**config.mk**
```make
export PLATFORM = sky130hd
export DESIGN_NAME = key_debounce_bank
export DESIGN_NICKNAME = d
export VERILOG_FILES = /design/src/rtl/game_pkg.sv /design/src/rtl/key_debounce_channel.sv /design/src/rtl/key_debounce_bank.sv
export SDC_FILE = /design/constraint.sdc
export NUM_CORES = 1
export LEC_CHECK = 0
export CAP_MARGIN = 20
export CORE_MARGIN = 2
export CORE_UTILIZATION = 58
export CTS_BUF_LIST = sky130_fd_sc_hd__clkbuf_16
export DETAILED_ROUTE_END_ITERATION = 6
export PLACE_DENSITY = 0.76
export SLEW_MARGIN = 20
export SYNTH_ARGS = -nofsm -noshare
export SYNTH_HDL_FRONTEND = slang
export SYNTH_HIERARCHICAL = 1
export SYNTH_SLANG_ARGS = --single-unit
```
**constraint.sdc**
```tcl
create_clock -name clk -period 1.9 [get_ports clk]
set_input_delay 0.19 -clock clk [delete_from_list [all_inputs] [get_ports clk]]
set_output_delay 0.19 -clock clk [all_outputs]
set_load 0.01 [all_outputs]
```
**src/rtl/game_pkg.sv**
```systemverilog
// game_pkg: shared key index and debounce interval constants for the game board
package game_pkg;
  localparam int KEY_HARD = 0;
  localparam int KEY_MED = 1;
  localparam int KEY_EASY = 2;
  localparam int KEY_START = 3;
  localparam int DEBOUNCE_CYCLES_20MS = 1000000;
  localparam int DEBOUNCE_CYCLES_SIM = 4;
endpackage

```
**src/rtl/key_debounce_channel.sv**
```systemverilog
// key_debounce_channel: one active-low pushbutton to a debounced active-high level with press/release strobes
module key_debounce_channel #(
  parameter int DEBOUNCE_CYCLES = 1000000,
  parameter int CNT_W = $clog2(DEBOUNCE_CYCLES)
) (
  input  logic clk,
  input  logic reset,
  input  logic key_n,
  output logic debounced,
  output logic pressed,
  output logic released
);
  logic sync1, sync2;
  logic [CNT_W-1:0] cnt;
  logic raw_hi;
  assign raw_hi = ~sync2;
  // synchronise the pin, count consecutive disagreeing cycles, commit the new level when the count completes
  always_ff @(posedge clk or posedge reset) begin
    if (reset) begin
      sync1 <= 1'b1;
      sync2 <= 1'b1;
      cnt <= '0;
      debounced <= 1'b0;
      pressed <= 1'b0;
      released <= 1'b0;
    end else begin
      sync1 <= key_n;
      sync2 <= sync1;
      pressed <= 1'b0;
      released <= 1'b0;
      if (raw_hi == debounced) begin
        cnt <= '0;
      end else if (cnt == CNT_W'(DEBOUNCE_CYCLES - 1)) begin
        debounced <= raw_hi;
        cnt <= '0;
        pressed <= raw_hi;
        released <= ~raw_hi;
      end else begin
        cnt <= cnt + 1'b1;
      end
    end
  end
endmodule

```
**src/rtl/key_debounce_bank.sv**
```systemverilog
// key_debounce_bank: independent debouncers for the board pushbuttons
module key_debounce_bank
  import game_pkg::*;
#(
  parameter int NUM_KEYS = 4,
  parameter int DEBOUNCE_CYCLES = DEBOUNCE_CYCLES_20MS
) (
  input  logic                clk,
  input  logic                reset,
  input  logic [NUM_KEYS-1:0] KEY,
  output logic [NUM_KEYS-1:0] key_debounced,
  output logic [NUM_KEYS-1:0] key_pressed,
  output logic [NUM_KEYS-1:0] key_released
);
  localparam int CNT_W = $clog2(DEBOUNCE_CYCLES);
  for (genvar g = 0; g < NUM_KEYS; g++) begin : ch
    key_debounce_channel #(
      .DEBOUNCE_CYCLES(DEBOUNCE_CYCLES),
      .CNT_W(CNT_W)
    ) u_ch (
      .clk(clk),
      .reset(reset),
      .key_n(KEY[g]),
      .debounced(key_debounced[g]),
      .pressed(key_pressed[g]),
      .released(key_released[g])
    );
  end
endmodule
```
==> results.yml <==
drt:
  final_antenna_net_count: 0
  drt_iter0_drc: 146
  routed_wl_mm: 9.36
  drt-vias-per-instance: 5.91
  vias: 3536
  dr.pass1.iters: 4
  drcViolationCount: 0
  routedWlPerCell_um: 15.7
clock_network:
  htree_num_levels: 3
  root_buffer: "clkbuf_16"
  cts_setup_buffers: 0
  cts_resized: 0
  cts_inserted_buffers: 9
  ctsHoldBuffers: 0
  clkTransAtPathRegs_ps: 70
  clock_sinks: 100
  worstSkewPairLatency_ps: 350
  clockBufferDepth: 2
  tritoncts: "done"
power:
  p_sw_uw: 912
  clkPwrFrac_pct: 45.4
  combPwrFrac_pct: 3.4
  switching_share_pct: 21.3
  p_leak_nw: 2.23
  power_mw: 4.28
  p_int_mw: 3.37
  seqPwrFrac_pct: 51.3
  powerDensity_nw_per_um2: 783
  ir_worst_vdd_mv: 0.549
grt:
  grt_use_met1_pct: 29.6
  grtUsageMet2_pct: 38.1
  grt_overflow_total: 0
  gr-max-usage-layer: "met2"
  grt_pass1_vias: 3559
  grt_max_degree: 26
  grt_pass1_wl_mm: 16.3
  antenna_found_initial: 0
  track_usage_pct: 23.0
  globalRouteMet3Util_pct: 5.38
synth:
  syn-cell-area_um2: 4820
  synth.area.top_cells: "dfrtp_1, xnor2_1, nor2_1, dfstp_2, xor2_1"
  synth_nets: 466
  yosysUniqueCellTypes: 30
  synth_cells: 456
  ys.flop_type: "dfrtp_1"
  ys.warnings.count: 6
  synth_edf_count: 0
  async_reset_ff_share_pct: 100
  ys_seq_area_share_pct: 52.1
  syn-mean-instance-area_um2: 10.6
  synth_top_cell_by_area: "dfrtp_1"
  synth_top_area_share_pct: 47.8
  ys_ff_latch: 100
outcome:
  outcome: "finished clean"
finish:
  n_antenna_cell: 0
  syn2layout_area_growth_pct: 13.4
  layout.nets: 498
  drive_gt1_share_pct: 13.6
  final_cell_mix: "dfrtp_1, nor2_1, nand2_1, xnor2_1, nand4_1"
  layout_commonest_cell: "dfrtp_1"
critical_path:
  critPathMaxFanout: 6
  cp-start-kind: "register"
  required_ps: 2130
  end_kind: "register"
  crit_type: "reg -> reg"
  worstPathArrival_ps: 2000
floorplan:
  ios: 18
  die_y_um: 95.2
  die_w_um: 95.2
  core_area_um2: 8130
  row_count: 33
  initial_utilization_pct: 59.3
  dieArea_um2: 9050
timing:
  rsz0062_at_grt: "false"
  finalClockSkew_ps: 8.92
  clock.fmax_ghz: 0.568
  hold_viol: 0
  worstMarginPinSlew_ps: 417
  drv_slew: 0
  tns_ps: 0
  period_needed_ps: 1760
  min_period_over_period_pct: 92.7
  slew_headroom_pct: 72.0
  setup_violations: 0
worst_hold_path:
  hp-class: "in -> reg"
placement:
  portBuffers: 17
  globalplace.congestion: 0.850
  dp_hpwl_mm: 6.34
run:
  max_cap_viol_count: 0
metrics by stage:
step	utilization (%)	cell area (um2)	hold WS [ps]	cells	setup slack [ps]
floorplan	-	4820	194	456	299
global placement	63.3	5150	346	582	218
detailed placement	63.3	5150	347	582	177
CTS	67.1	5460	243	598	136
global route	67.2	5470	256	598	23.3
finish	67.2	5470	252	598	139
critical path, stage by stage (launching register included):
cell and delay [ps]:
dfrtp_1 390, ha_1 250, nand4_1 280, nor4_2 470, a31o_2 210, a21oi_1 50
synthesized netlist by cell type (8+ instances only):
cell and n:
o31ai_1 8, nand2_1 32, xor2_1 24, nand4_1 28
nor4_1 8, and4_1 12, or3_2 8, nor3_1 12
dfrtp_1 92, inv_1 12, a21oi_1 20, nand3_1 20
o21ai_0 8, dfstp_2 8, nor2_1 64, xnor2_1 32
or4_1 8, and3_1 12
cells by family after synthesis:
kind of cell,after synthesis,share of synthesized area [%]
DFF,100,52.1
adders and majority gates,4,1.04
AOI/OAI and AO/OA,44,6.65
and+or+nand+nor,228,26.9
muxes,4,0.831
xor gates and xnor gates,56,10.2
buffers and inverters,20,2.28
power by group through the flow:
stage	sequential, mW	clock [mW]	combinational (mW)
finish	2.19	1.94	0.144
global route	2.20	2.06	0.167
CTS	2.19	1.98	0.149
detailed placement	2.23	0	0.148
global placement	2.23	0	0.145
floorplan	2.22	0	0.0993
registers in the layout (all words and copies together), names as in the netlist:
signal / flops
ch.u_ch/pressed: 4
ch.u_ch/sync2: 4
ch.u_ch/debounced: 4
ch.u_ch/cnt: 80
ch.u_ch/sync1: 4
ch.u_ch/released: 4
worst paths after layout:
check	start	end	slack, ps	depth (start not counted)
setup / recovery	ch[1].u_ch/cnt[0]$_DFF_PP0_	ch[1].u_ch/cnt[18]$_DFF_PP0_	140	5
hold / removal	KEY[0]	ch[0].u_ch/sync1$_DFF_PP1_	250	1
setup reg to reg	ch[1].u_ch/cnt[0]$_DFF_PP0_	ch[1].u_ch/cnt[18]$_DFF_PP0_	140	5
hold reg to reg	ch[1].u_ch/sync1$_DFF_PP1_	ch[1].u_ch/sync2$_DFF_PP1_	360	0
max in group asynchronous	reset	ch[3].u_ch/sync2$_DFF_PP1_	1270	3
min in group asynchronous	reset	ch[3].u_ch/sync1$_DFF_PP1_	280	2
final cells by class:
type                            instances  area, um2
Fill cell                             607       2670
Multi-Input combinational cell        336       2200
Tap cell                              105        131
Inverter                               12       45.0
Sequential cell                       100       2510
Clock inverter                          7       90.1
Clock buffer                            9        225
Timing Repair Buffer                   29        260
layer usage:
metal | part of all wire [%] | vias up | wire length [um]
li1 | - | 1702 | -
met1 | 46 | 1763 | 4310
met2 | 49 | 52 | 4610
met3 | 3.0 | 19 | 280
met4 | 1.7 | 0 | 161
met5 | 0 | - | 0
Note: power is estimated with default switching activity, not from simulation.
